`src/rtl/puf_pkg.sv`:
```
// puf_pkg: shared types, widths and LFSR step for the PUF challenge scheduler
package puf_pkg;
  localparam int ADDR_W = 10;
  localparam int DATA_W = 32;
  localparam int NUM_W = 11;
  localparam logic [DATA_W-1:0] LFSR_POLY = 32'h8020_0003;
  typedef enum logic [2:0] {IDLE, ISSUE, WAIT, GAP, EMIT} state_e;
  function automatic logic [DATA_W-1:0] lfsr_next(input logic [DATA_W-1:0] x);
    return x[0] ? (x >> 1) ^ LFSR_POLY : x >> 1;
  endfunction
endpackage

```
`src/rtl/puf_chal_sched_if.sv`:
```
// puf_chal_sched_if: valid/ready response stream carrying voted challenge words
interface puf_chal_sched_if;
  import puf_pkg::*;
  logic rsp_valid, rsp_ready, rsp_timeout;
  logic [ADDR_W-1:0] rsp_index;
  logic [DATA_W-1:0] rsp_word, rsp_stable;
  modport master(output rsp_valid, rsp_index, rsp_word, rsp_stable, rsp_timeout, input rsp_ready);
  modport slave(input rsp_valid, rsp_index, rsp_word, rsp_stable, rsp_timeout, output rsp_ready);
endinterface

```
`src/rtl/puf_vote_acc.sv`:
```
// puf_vote_acc: per-bit ones counters with majority and all-agree outputs
module puf_vote_acc import puf_pkg::*; #(
  parameter int REPEATS = 7
) (
  input  logic              clk,
  input  logic              resetn,
  input  logic              clr,
  input  logic              acc,
  input  logic [DATA_W-1:0] bits,
  output logic [DATA_W-1:0] maj,
  output logic [DATA_W-1:0] stb
);
  logic [DATA_W-1:0][7:0] ones_q, ones_d;
  // clear wins over accumulate; votes are derived from the held counts
  always_comb begin
    ones_d = ones_q;
    maj = '0;
    stb = '0;
    for (int i = 0; i < DATA_W; i++) begin
      ones_d[i] = clr ? 8'd0 : acc ? ones_q[i] + 8'(bits[i]) : ones_q[i];
      maj[i] = ones_q[i] > 8'(REPEATS / 2);
      stb[i] = ones_q[i] == 8'd0 || ones_q[i] == 8'(REPEATS);
    end
  end
  // counter register
  always_ff @(posedge clk or negedge resetn)
    if (!resetn) ones_q <= '0;
    else ones_q <= ones_d;
endmodule

```
`src/rtl/puf_chal_sched.sv`:
```
// puf_chal_sched: walks challenges into rwc_ctrl, votes repeated trials, streams results
module puf_chal_sched import puf_pkg::*; #(
  parameter int REPEATS = 7,
  parameter int GAP_CYCLES = 16,
  parameter int TIMEOUT = 4096
) (
  input  logic              clk,
  input  logic              resetn,
  input  logic              start,
  input  logic              abort,
  input  logic [ADDR_W-1:0] base_addr,
  input  logic [DATA_W-1:0] seed,
  input  logic [NUM_W-1:0]  num_challenges,
  output logic              gen_enable,
  output logic [ADDR_W-1:0] cha_addr,
  output logic [DATA_W-1:0] cha_data,
  input  logic              available,
  input  logic [DATA_W-1:0] rsp_write,
  input  logic [DATA_W-1:0] rsp_clean,
  puf_chal_sched_if.master  rsp,
  output logic              busy,
  output logic              done
);
  state_e state_q, state_d;
  logic gen_q, gen_d, valid_q, valid_d, done_q, done_d, to_q, to_d;
  logic [ADDR_W-1:0] addr_q, addr_d, idx_q, idx_d;
  logic [DATA_W-1:0] lfsr_q, lfsr_d, maj, stb;
  logic [NUM_W-1:0] num_q, num_d;
  logic [7:0] trial_q, trial_d;
  logic [15:0] tmr_q, tmr_d;
  logic clr, acc, last;
  assign last = {1'b0, idx_q} == num_q - 11'd1;
  puf_vote_acc #(.REPEATS(REPEATS)) u_vote (
    .clk(clk), .resetn(resetn), .clr(clr), .acc(acc),
    .bits(rsp_write ^ rsp_clean), .maj(maj), .stb(stb)
  );
  assign gen_enable = gen_q;
  assign cha_addr = addr_q;
  assign cha_data = lfsr_q;
  assign busy = state_q != IDLE;
  assign done = done_q;
  assign rsp.rsp_valid = valid_q;
  assign rsp.rsp_index = idx_q;
  assign rsp.rsp_timeout = valid_q & to_q;
  assign rsp.rsp_word = valid_q && !to_q ? maj : '0;
  assign rsp.rsp_stable = valid_q && !to_q ? stb : '0;
  // next-state: abort overrides everything; one timer serves both timeout and gap
  always_comb begin
    state_d = state_q;
    gen_d = gen_q;
    valid_d = valid_q;
    done_d = 1'b0;
    to_d = to_q;
    addr_d = addr_q;
    idx_d = idx_q;
    lfsr_d = lfsr_q;
    num_d = num_q;
    trial_d = trial_q;
    tmr_d = tmr_q;
    clr = 1'b0;
    acc = 1'b0;
    if (abort) begin
      state_d = IDLE;
      gen_d = 1'b0;
      valid_d = 1'b0;
    end else begin
      case (state_q)
        IDLE: if (start) begin
          addr_d = base_addr;
          lfsr_d = seed == '0 ? 32'h1 : seed;
          num_d = num_challenges;
          idx_d = '0;
          trial_d = '0;
          to_d = 1'b0;
          clr = 1'b1;
          if (num_challenges == '0) done_d = 1'b1;
          else state_d = ISSUE;
        end
        ISSUE: begin
          gen_d = 1'b1;
          tmr_d = '0;
          state_d = WAIT;
        end
        WAIT: if (available) begin
          acc = 1'b1;
          gen_d = 1'b0;
          tmr_d = '0;
          trial_d = trial_q + 8'd1;
          state_d = trial_q == 8'(REPEATS - 1) ? EMIT : GAP;
        end else if (tmr_q == 16'(TIMEOUT - 1)) begin
          gen_d = 1'b0;
          to_d = 1'b1;
          state_d = EMIT;
        end else tmr_d = tmr_q + 16'd1;
        GAP: begin
          tmr_d = tmr_q == 16'(GAP_CYCLES - 1) ? '0 : tmr_q + 16'd1;
          state_d = tmr_q == 16'(GAP_CYCLES - 1) ? ISSUE : GAP;
        end
        EMIT: if (valid_q && rsp.rsp_ready) begin
          valid_d = 1'b0;
          if (last) begin
            state_d = IDLE;
            done_d = 1'b1;
          end else begin
            state_d = ISSUE;
            addr_d = addr_q + 10'd1;
            lfsr_d = lfsr_next(lfsr_q);
            idx_d = idx_q + 10'd1;
            trial_d = '0;
            to_d = 1'b0;
            clr = 1'b1;
          end
        end else valid_d = 1'b1;
        default: state_d = IDLE;
      endcase
    end
  end
  // state and datapath registers
  always_ff @(posedge clk or negedge resetn)
    if (!resetn) begin
      state_q <= IDLE;
      gen_q <= 1'b0;
      valid_q <= 1'b0;
      done_q <= 1'b0;
      to_q <= 1'b0;
      addr_q <= '0;
      idx_q <= '0;
      lfsr_q <= 32'h1;
      num_q <= '0;
      trial_q <= '0;
      tmr_q <= '0;
    end else begin
      state_q <= state_d;
      gen_q <= gen_d;
      valid_q <= valid_d;
      done_q <= done_d;
      to_q <= to_d;
      addr_q <= addr_d;
      idx_q <= idx_d;
      lfsr_q <= lfsr_d;
      num_q <= num_d;
      trial_q <= trial_d;
      tmr_q <= tmr_d;
    end
endmodule

```
`src/flat_wrapper.sv`:
```
// flat-port wrapper written by rule: the top's interface ports become plain ports
module puf_chal_sched_flat import puf_pkg::*;
#(
  parameter int REPEATS = 7,
  parameter int GAP_CYCLES = 16,
  parameter int TIMEOUT = 4096
)
  (clk, resetn, start, abort, base_addr, seed, num_challenges, gen_enable, cha_addr, cha_data, available, rsp_write, rsp_clean, busy, done, rsp_rsp_valid, rsp_rsp_index, rsp_rsp_word, rsp_rsp_stable, rsp_rsp_timeout, rsp_rsp_ready);
  puf_chal_sched_if rsp_i ();
  input  logic clk;
  input  logic resetn;
  input  logic start;
  input  logic abort;
  input  logic [ADDR_W-1:0] base_addr;
  input  logic [DATA_W-1:0] seed;
  input  logic [NUM_W-1:0] num_challenges;
  output logic gen_enable;
  output logic [ADDR_W-1:0] cha_addr;
  output logic [DATA_W-1:0] cha_data;
  input  logic available;
  input  logic [DATA_W-1:0] rsp_write;
  input  logic [DATA_W-1:0] rsp_clean;
  output logic busy;
  output logic done;
  output wire logic [$bits(rsp_i.rsp_valid)-1:0] rsp_rsp_valid;
  output wire logic [$bits(rsp_i.rsp_index)-1:0] rsp_rsp_index;
  output wire logic [$bits(rsp_i.rsp_word)-1:0] rsp_rsp_word;
  output wire logic [$bits(rsp_i.rsp_stable)-1:0] rsp_rsp_stable;
  output wire logic [$bits(rsp_i.rsp_timeout)-1:0] rsp_rsp_timeout;
  input wire logic [$bits(rsp_i.rsp_ready)-1:0] rsp_rsp_ready;
  assign rsp_rsp_valid = rsp_i.rsp_valid;
  assign rsp_rsp_index = rsp_i.rsp_index;
  assign rsp_rsp_word = rsp_i.rsp_word;
  assign rsp_rsp_stable = rsp_i.rsp_stable;
  assign rsp_rsp_timeout = rsp_i.rsp_timeout;
  assign rsp_i.rsp_ready = rsp_rsp_ready;
  puf_chal_sched #(.REPEATS(REPEATS), .GAP_CYCLES(GAP_CYCLES), .TIMEOUT(TIMEOUT)) u_core (.clk(clk), .resetn(resetn), .start(start), .abort(abort), .base_addr(base_addr), .seed(seed), .num_challenges(num_challenges), .gen_enable(gen_enable), .cha_addr(cha_addr), .cha_data(cha_data), .available(available), .rsp_write(rsp_write), .rsp_clean(rsp_clean), .rsp(rsp_i), .busy(busy), .done(done));
endmodule
```
`config.mk`:
```
export PLATFORM = sky130hd
export DESIGN_NAME = puf_chal_sched_flat
export DESIGN_NICKNAME = d
export VERILOG_FILES = /design/src/rtl/puf_pkg.sv /design/src/rtl/puf_chal_sched_if.sv /design/src/rtl/puf_vote_acc.sv /design/src/rtl/puf_chal_sched.sv /design/src/flat_wrapper.sv
export SDC_FILE = /design/constraint.sdc
export NUM_CORES = 1
export LEC_CHECK = 0
export ABC_AREA = 1
export CAP_MARGIN = 20
export CORE_ASPECT_RATIO = 2
export CORE_MARGIN = 2
export CORE_UTILIZATION = 52
export DETAILED_ROUTE_END_ITERATION = 12
export PLACE_DENSITY_LB_ADDON = 0.1
export SLEW_MARGIN = 10
export SYNTH_ARGS = -nofsm -noshare
export SYNTH_HDL_FRONTEND = slang
export SYNTH_SLANG_ARGS = --single-unit
```
`constraint.sdc`:
```
create_clock -name clk -period 2.1 [get_ports clk]
set_input_delay 0.42 -clock clk [delete_from_list [all_inputs] [get_ports clk]]
set_output_delay 0.42 -clock clk [all_outputs]
set_load 0.01 [all_outputs]
```
---- Word level (Yosys, flattened, before mapping) ----
Cells that the tools add are included.
W data, S select, Z words.
word-level totals
  output and inout port bits .............. 121
  input bits .............................. 123
  register bits after elaboration ......... 350
  logic and storage cells ................. 377
operators by class
  reduce and logical (&&, ||, !) cells .... 84
  bitwise gates (word level) .............. 4
  magnitude comparators ................... 32
  muxes and demuxes ....................... 126
  add/subtract/negate cells ............... 37
  equal/unequal tests ..................... 51
operator list
  kind                     count
  $mux W8                  68
  $eq A8 B3 Y1 const B     33
  $add A8 B1 Y8            32
  $gt A8 B2 Y1 const B     32
  $logic_not A8 Y1         32
  $mux W32                 7
  $pmux W32 S2             1
  $mux W10                 6
  $mux W16                 3
  $pmux W16 S3             1
  $pmux W10 S2             2
  $logic_not A32 Y1        1
  $logic_or A1 B1 Y1       32
  $xor A32 B32 Y32         1
  $mux W1                  24
  $pmux W8 S3              1
  $mux W3                  7
  $add A10 B1 Y10 const B  2
  $add A16 B1 Y16 const B  1
  $eq A16 B12 Y1 const B   1
  $eq A16 B4 Y1 const B    1
  $pmux W3 S5              1
  $reduce_bool A3 Y1       4
  $eq A10 B11 Y1           1
  other kinds (27)         40

---- Longest topological paths before layout ----
  depth in word-level cells ............... 7
  mapped depth ............................ 16
  mapped depth without buffers ............ 14

---- By module ----
From an unflattened synthesis, not the netlist that was laid out.
second synthesis, totals
  cell total of the unflattened synthesis .. 2959
  area total of the unflattened synthesis .. 20880.0 sq um
modules (own cells, without submodules)
  module          cells each  sequential area each (sq um)  instances  area each (sq um)
  puf_vote_acc    1922        6406.1                        1          14181.1
  puf_chal_sched  1037        2353.5                        1          6698.9

---- Least setup slack after synthesis ----
No wires, ideal clock.
  path kind ............................... flip-flop to output port
  from .................................... register u_core.valid_q, in the netlist u_core.rsp.rsp_valid
  to ...................................... output rsp_rsp_stable[21]
  data required time ...................... 1.680 ns
  data arrival time ....................... 1.670 ns
  setup slack ............................. 0.010 ns
  stages on the path, launching flop included .. 6
  buffers on the path ..................... 1
  path through ............................ dfrtp_1 inv_1 nor2_1 inv_1 clkbuf_1 a2111oi_0
between the ends
  cells in the longest elaborated chain, start to end .. 2
RTL lines
  item                      line                   RTL
  start: declaration        puf_chal_sched.sv:25   logic gen_q, gen_d, valid_q, valid_d, done_q, done_d, to_q, to_d;
  start signal: assignment  puf_chal_sched.sv:135  valid_q <= valid_d;
  $logic_and A1 B1 Y1       puf_chal_sched.sv:46   assign rsp.rsp_stable = valid_q && !to_q ? stb : '0;
  $mux W32                  puf_chal_sched.sv:46
  end: declaration          flat_wrapper.sv:28     output wire logic [$bits(rsp_i.rsp_stable)-1:0] rsp_rsp_stable;
No other way between the ends.

---- Worst setup path after layout ----
  from .................................... register u_core.u_vote.ones_q[182] (netlist name)
  to ...................................... output rsp_rsp_stable[22]
between the ends
  cells in the longest elaborated chain, start to end .. 3
  elaborated cells on any way between the ends .. 4
  classes of those cells .................. eq/ne (1); mux (1); reduce/logical (2)
RTL lines
  item                                              line                  RTL
  start: declaration                                puf_vote_acc.sv:13    logic [DATA_W-1:0][7:0] ones_q, ones_d;
  start signal: assignment                          puf_vote_acc.sv:28    else ones_q <= ones_d;
  $eq A8 B3 Y1 or $logic_not A8 Y1 (tied branches)  puf_vote_acc.sv:22    stb[i] = ones_q[i] == 8'd0 || ones_q[i] == 8'(REPEATS);
  $logic_or A1 B1 Y1 *                              puf_vote_acc.sv:22
  $mux W32 *                                        puf_chal_sched.sv:46
Mark *: on every way between the ends. The rest lies on a longest branch, timed or not.

==> impl_metrics.py <==
metrics = {
    "worst_setup_path": {
        "end_kind": "output pin",
        "cp.required_ps": 1680,
        "ff2ff_path_depth": 18,
        "arrival_ps": 2000,
        "crit_type": "flip-flop to output pin",
        "crit_buf_inv": 2,
        "cp-endpoint": "rsp_rsp_stable[22]",
        "crit_family": "flip-flops",
        "cpPeakStageDelay_ps": 410,
        "cp_cell_sequence": "nor4_2 > buf_4 > nand2_2 > a2111oi_4 > buf_2",
        "setup.worst_path.start_class": "flip-flop",
        "startpoint": "u_core.u_vote.ones_q[182]",
        "reg2reg_to": "u_core.cha_addr[0]",
        "rrSetupSlack_ps": -320,
        "crit_fanout": 2,
        "crit_path_top_delay_cell": "dfrtp_1",
        "cp.depth": 5,
        "reg2reg_from": "u_core.num_q[0]",
    },
    "power_and_ir_drop": {
        "p_per_area_nw_per_um2": 847,
        "p_leak_nw": 16.4,
        "irDropWorstVdd_v": 0.000690,
    },
    "layout": {
        "fin_nets": 3564,
        "area_growth_syn_to_layout_pct": 43.3,
        "drive_above_1_share_pct": 25.4,
        "fillers": 2903,
        "design_area_um2": 30300,
    },
    "synthesis": {
        "synth_common_cells": "626 x nand2_1, 565 x inv_1, 349 x dfrtp_1, 220 x nor2_1, 166 x nand3_1",
        "syn_inst": 2815,
        "yosysTopAreaCell": "dfrtp_1",
        "synth_mux_area_share_pct": 0.545,
        "synthArstFlopShare_pct": 100,
        "syn-cell-area_um2": 21100,
        "synth_fp_nets": 3008,
        "synth_xor_area_share_pct": 6.34,
        "synth_edf_count": 0,
        "yosys.area_share.simple_pct": 26.4,
        "synth_compound_area_share_pct": 8.15,
        "synthMostInstantiatedCell": "nand2_1",
        "ys_seq_area_share_pct": 41.5,
        "synth_ff_type": "dfrtp_1",
        "yosys_warnings": 0,
        "ys_ff_latch": 350,
        "synth_top_family_by_area": "simple AND/OR/NAND/NOR gates",
        "synth_area_leaders": "dfrtp_1 41%, nand2_1 11%, inv_1 10%",
        "synth_top_area_share_pct": 41.3,
        "synthAdderAreaFrac_pct": 4.14,
        "avgSynthCellArea_um2": 7.51,
        "synth_cell_type_count": 44,
    },
    "placed_design": {
        "io_buffer_count": 243,
        "place_congestion": 0.864,
        "dp_hpwl_um": 39800,
        "dpl-instance-area_um2": 26200,
    },
    "floorplan": {
        "rows": 104,
        "fp.coreArea_um2": 40200,
        "die_w_um": 147,
        "dieArea_um2": 42400,
        "die_y_um": 289,
        "start_util_pct": 52.6,
        "io_pins": 244,
    },
    "timing": {
        "min_period_over_period_pct": 115,
        "rsz0062_at_grt": "yes",
        "skew_ps": 21.8,
        "fin_ws_ps": -324,
        "fin_crit_ps": 2420,
        "slew_headroom_pct": 65.0,
        "final_hold_viol_count": 0,
        "slew_viol_final": 0,
        "tightest_slew_ps": 525,
        "hold_ws_ps": 318,
        "setup_viol": 379,
        "max_freq_mhz": 413,
    },
    "clocking": {
        "cts_sinks": 350,
        "cts-root-buf": "clkbuf_16",
        "clock_latency_ps": 540,
        "path_clk_slew_ps": 70,
        "cts_buffers": 36,
        "cts_tree": "built",
        "clock_path_buffers": 3,
        "h-tree-depth": 2,
    },
    "global_routing": {
        "grt_overflow": 0,
        "grt_pass1_vias": 21300,
        "grt_start_max_net_pins": 93,
        "grt_use_total_pct": 28.5,
        "antenna_found_initial": 0,
        "grt_pass1_wl_um": 99200,
    },
    "run_status": {
        "violations": "negative setup slack",
        "status": "finished with violations",
    },
    "routing": {
        "wl_per_cell_um": 16.2,
        "drt_iter0_drc": 848,
        "met1_length_um": 22700,
        "ant_nets": 0,
        "dr_wl_met3_um": 2400,
        "wl_um": 63500,
        "met2WireLength_um": 35100,
        "via_per_inst": 5.30,
        "firstDrtPassIters": 5,
        "top_layer_used": "met4",
        "vias": 20800,
        "drc": 0,
    },
    "min_path": {
        "hp-class": "input pin to asynchronous set/reset pin",
    },
    "flow_run": {
        "maxCapViolCount": 0,
    },
}
[cell usage in the layout, fill, tap and decap left out, types with 13 or more instances in the layout]
cell type,count
a2111oi_4,16
a21oi_1,75
a31oi_1,20
buf_12,47
buf_16,18
buf_2,54
buf_4,263
buf_6,20
buf_8,15
clkbuf_16,46
clkdlybuf4s50_1,177
dfrtp_1,349
ha_1,69
inv_1,476
inv_2,89
nand2_1,516
nand2_2,25
nand2_4,86
nand3_1,140
nand3_2,23
nand3b_1,54
nand4_1,47
nor2_1,200
nor2_2,15
nor3_1,56
nor3_2,13
nor4_1,13
o21ai_0,126
o21ai_1,30
o21ai_2,27
or2_2,28
xnor2_1,25
xor2_1,128
[report_power, final]
part           switching [mW]  internal, mW  leakage, nW
sequential              0.879          7.52         4.78
combinational            5.28          5.33         11.0
clock                    2.85          3.79        0.602
[through the flow]
stage	cells	TNS, ps	setup slack (ps)	power, mW	utilization [%]
after detailed placement	3786	-81410	-443	15.3	65.1
after global routing	3928	-113290	-447	26.9	75.3
after floorplan	2815	0	9.50	12.2	-
after global placement	3786	-61170	-436	15.1	65.1
final	3929	-70400	-324	25.6	75.3
after CTS	3911	-64340	-298	24.8	72.8
[worst min-delay path by stage]
stage | startpoint | endpoint | cells past startpoint
after floorplan | resetn | u_core.cha_addr[0] | 0
after global placement | resetn | u_core.num_q[4] | 1
after detailed placement | resetn | u_core.num_q[4] | 1
after CTS | resetn | u_core.num_q[4] | 2
after global routing | resetn | u_core.num_q[4] | 2
final | resetn | u_core.num_q[4] | 2
[state kept, by name (all words and copies together), names as in the netlist]
name,count
u_core.u_vote.ones_q,256
u_core.num_q,11
u_core.tmr_q,16
u_core.rsp.rsp_index,10
u_core.gen_enable,1
u_core.done,1
u_core.to_q,1
u_core.cha_data,32
u_core.cha_addr,10
u_core.trial_q,8
u_core.state_q,3
u_core.rsp.rsp_valid,1
[repair_timing]
action                                 in CTS  in global routing
setup endpoints to repair                 386                411
resized for setup                         556                289
endpoints found under the hold margin      33                  0
gates cloned                               25                  9
hold buffers                                1                  0
setup buffers                              36                 23
pin swaps                                  29                 28
[logic make-up (layout without fill, tap and decap cells)]
kind of cell	after synthesis	count (layout)
AOI/OAI and AO/OA	317	317
xor gates and xnor gates	153	153
adders and majority gates	70	70
buffers and inverters	657	1240
DFF	350	350
muxes	11	11
other	0	1
and+or+nand+nor	1257	1257
[cell type report]
cell class,count,area [um2],share of cell area [%]
tap,530,663,2.19
sequential,350,8760,28.9
multi-input combinational,1808,11300,37.4
inverter,567,2140,7.06
timing repair buffer,608,6180,20.4
antenna,1,2.50,0.00826
clock inverter,12,95.1,0.314
clock buffer,53,1110,3.65
[per-layer routing]
metal | GRT usage [%] | vias to the layer above
met1 | 29.5 | 10000
met2 | 55.9 | 611
met5 | 0 | -
met4 | 14.3 | 0
li1 | - | 9970
met3 | 3.51 | 206
(Power assumes the default switching activity.)
==> RTL change, RTL diff (same flow settings) <==
The package constant `NUM_W` goes from 11 to 10.
--- a/src/rtl/puf_pkg.sv
+++ b/src/rtl/puf_pkg.sv
@@ -2,7 +2,7 @@
 package puf_pkg;
   localparam int ADDR_W = 10;
   localparam int DATA_W = 32;
-  localparam int NUM_W = 11;
+  localparam int NUM_W = 10;
   localparam logic [DATA_W-1:0] LFSR_POLY = 32'h8020_0003;
   typedef enum logic [2:0] {IDLE, ISSUE, WAIT, GAP, EMIT} state_e;
   function automatic logic [DATA_W-1:0] lfsr_next(input logic [DATA_W-1:0] x);
Ports: changed (resized num_challenges); port bits go from 244 to 243. The function was not compared with the original's and may differ.
==> RTL change against the unedited design <==
The flow still finishes with violations (negative setup slack). Via count grew 1.4%. Sequential power increased by 8.8%. Power increased by 12%. Area after synthesis fell by 3.2%. Clock power up 0.9%. Sequential share of layout area is 1.1 points lower. Sequential cell count shrank 1. Worst setup slack got worse by 46 ps. Cell area rose by 3.8%. Combinational power up 22%. Highest routed layer unchanged. Synthesized cell count down 3.8%. Wire length up 6.5%. Critical endpoint is now rsp_rsp_stable[12]. Largest power group unchanged. Utilization rose by 5.7 points.
==> RTL change: results (changes against the unedited design) <==
Status: finished, violations left (unchanged)
Violated checks: negative setup slack (unchanged)
Routability cong.: 0.920 (was 0.864)
Top cells by area, synth: dfrtp_1 43%, nand2_1 10%, inv_1 9.6% (was dfrtp_1 41%, nand2_1 11%, inv_1 10%)
Synth Area in Compound Gates: 9.48% (was 8.15%)
VDD IR max: 0.000833 V (was 0.000690 V)
Syn nets: 2900 (was 3008)
Pin count of the biggest net entering global routing: 66 (was 93)
Cell family with most CP delay: simple AND/OR/NAND/NOR gates (was flip-flops)
Fill cells: 2463 (was 2903)
Synth Area in XOR/XNOR: 5.78% (was 6.34%)
Drt first pass iters: 7 (was 5)
Total negative slack: -72110 ps (was -70400 ps)
H-tree levels: 2 (unchanged)
Routed vias/inst: 5.44 (was 5.30)
Final WS setup: -369 ps (was -324 ps)
Synth warn: 0 (unchanged)
# port buffers: 242 (was 243)
Routed WL: 67.6 mm (was 63.5 mm)
Clock latency on the worst-skew pair: 530 ps
Met3 GRT Util: 4.51% (was 3.51%)
Final cell count without fillers: 3879 (was 3929)
Worst hold path class: input port to asynchronous set/reset pin (unchanged)
Mux contribution to synthesized area: 0.110% (was 0.545%)
Critical Path AT: 2050 ps (was 2000 ps)
Main synth FF type: dfrtp_1 (unchanged)
Endpoints failing setup: 385 (was 379)
Post-DP HPWL: 39.8 mm (about the same)
Adder-cell share of the synthesized area: 4.28% (was 4.14%)
Async S/R FF share, synth: 100% (unchanged)
Crit path largest cell delay: 430 ps (was 410 ps)
Largest register FFs: 256 (unchanged)
Ant. Diodes: 0 (was 1)
Leak: 0.0164 µW (about the same)
Vias in the first global route: 22000 (was 21300)
Top reg by flops: u_core.u_vote.ones_q (unchanged)
Fin nets: 3525 (was 3564)
Starting DRC count in detailed routing: 1123 (was 848)
Layout cell share with drive strength beyond 1: 32.3% (was 25.4%)
Post-Synthesis Cells: 2708 (was 2815)
Clock root buffer: clkbuf_16 (unchanged)
Worst-Margin Slew: 505 ps (was 525 ps)
Clock slew at reported path FFs: 60 ps
Initial antenna violation count: 0 (unchanged)
Max FO, Critical Path: 2 (unchanged)
Yosys cell types: 39 (was 44)
First-pass GRT wire length: 102 mm (was 99.2 mm)
Total GRT Usage: 30.7% (was 28.5%)
Met1 Use GR: 31.1% (was 29.5%)
CTS Buffer Depth: 3 (unchanged)
Slowest CP cell: dfrtp_1 (unchanged)
Sequential fraction of the synthesis area: 42.7% (was 41.5%)
Top cells by count, synth: 563 x nand2_1, 521 x inv_1, 348 x dfrtp_1, 260 x nand3_1, 219 x nor2_1 (was 626 x nand2_1, 565 x inv_1, 349 x dfrtp_1, 220 x nor2_1, 166 x nand3_1)
Final Skew: 13.0 ps (was 21.8 ps)
M2 GR Usage: 58.3% (was 55.9%)
Num CTS Buffers: 35 (was 36)
Placed cell count: 3699 (was 3786)
RTL change: changes by cell type after synthesis, sizes merged, moves of 35 or more:
cell and delta:
inv -37, nand2 -61, nand3 +93, nand3b -43, o211ai +63, xor2 -35
RTL change: area by class of cell:
class	count	area (µm²)	share of cell area, %
clock buffer	50	1050	3.36
clock inverter	13	140	0.446
inverter	529	2020	6.44
multi-input combinational	1737	11900	37.7
sequential	349	8740	27.8
tap	520	651	2.07
timing repair buffer	680	6950	22.1
timing repair inverter	1	11.3	0.0358
RTL change: per-stage QoR:
step           setup WS (ps)  utilization (%)  area, µm²
2_1_floorplan           33.3                -      20500
3_3_place_gp            -722             66.5      25800
3_5_place_dp            -694             66.5      25800
4_1_cts                 -383             76.5      29700
5_1_grt                 -438             81.0      31400
6_report                -369             81.0      31400
RTL change: path summary, 6_finish.rpt:
check,start,end,slack (ps),cells after the start
setup / recovery,u_core.u_vote.ones_q[100],rsp_rsp_stable[12],-370,4
hold / removal,resetn,u_core.u_vote.ones_q[71],410,2
setup reg to reg,u_core.num_q[1],u_core.u_vote.ones_q[185],-320,15
hold reg to reg,u_core.cha_data[21],u_core.cha_data[21],520,2
max in group asynchronous,resetn,u_core.u_vote.ones_q[209],910,3
min in group clk,num_challenges[5],u_core.num_q[5],480,3
RTL change: cell families (layout without fill, tap and decap cells):
kind of cell | after synthesis | after routing
and+or+nand+nor | 1200 | 1200
adders and majority gates | 70 | 70
muxes | 2 | 2
DFF | 349 | 349
AOI/OAI and AO/OA | 330 | 330
xor gates and xnor gates | 135 | 135
buffers and inverters | 622 | 1273
RTL change: routing by layer:
layer / share of wire (%) / routed length, µm
met5: 0 / 0
met3: 4.9 / 3310
met1: 34 / 23100
met2: 55 / 36900
met4: 6.3 / 4260
RTL change: power by group:
part / switching, µW / leakage (µW) / internal, µW / total (µW)
Clock: 2830 / 0.000601 / 3880 / 6700
Combinational: 6680 / 0.0110 / 6240 / 12900
Sequential: 1290 / 0.00475 / 7840 / 9130
RTL change: repair_timing:
item / CTS / global route
hold buffers: 1 / 0
pin swaps: 62 / 51
gates resized for setup: 671 / 440
setup buffers: 53 / 45
setup endpoints to repair: 374 / 401
endpoints found under the hold margin: 35 / 0
gates cloned: 29 / 16
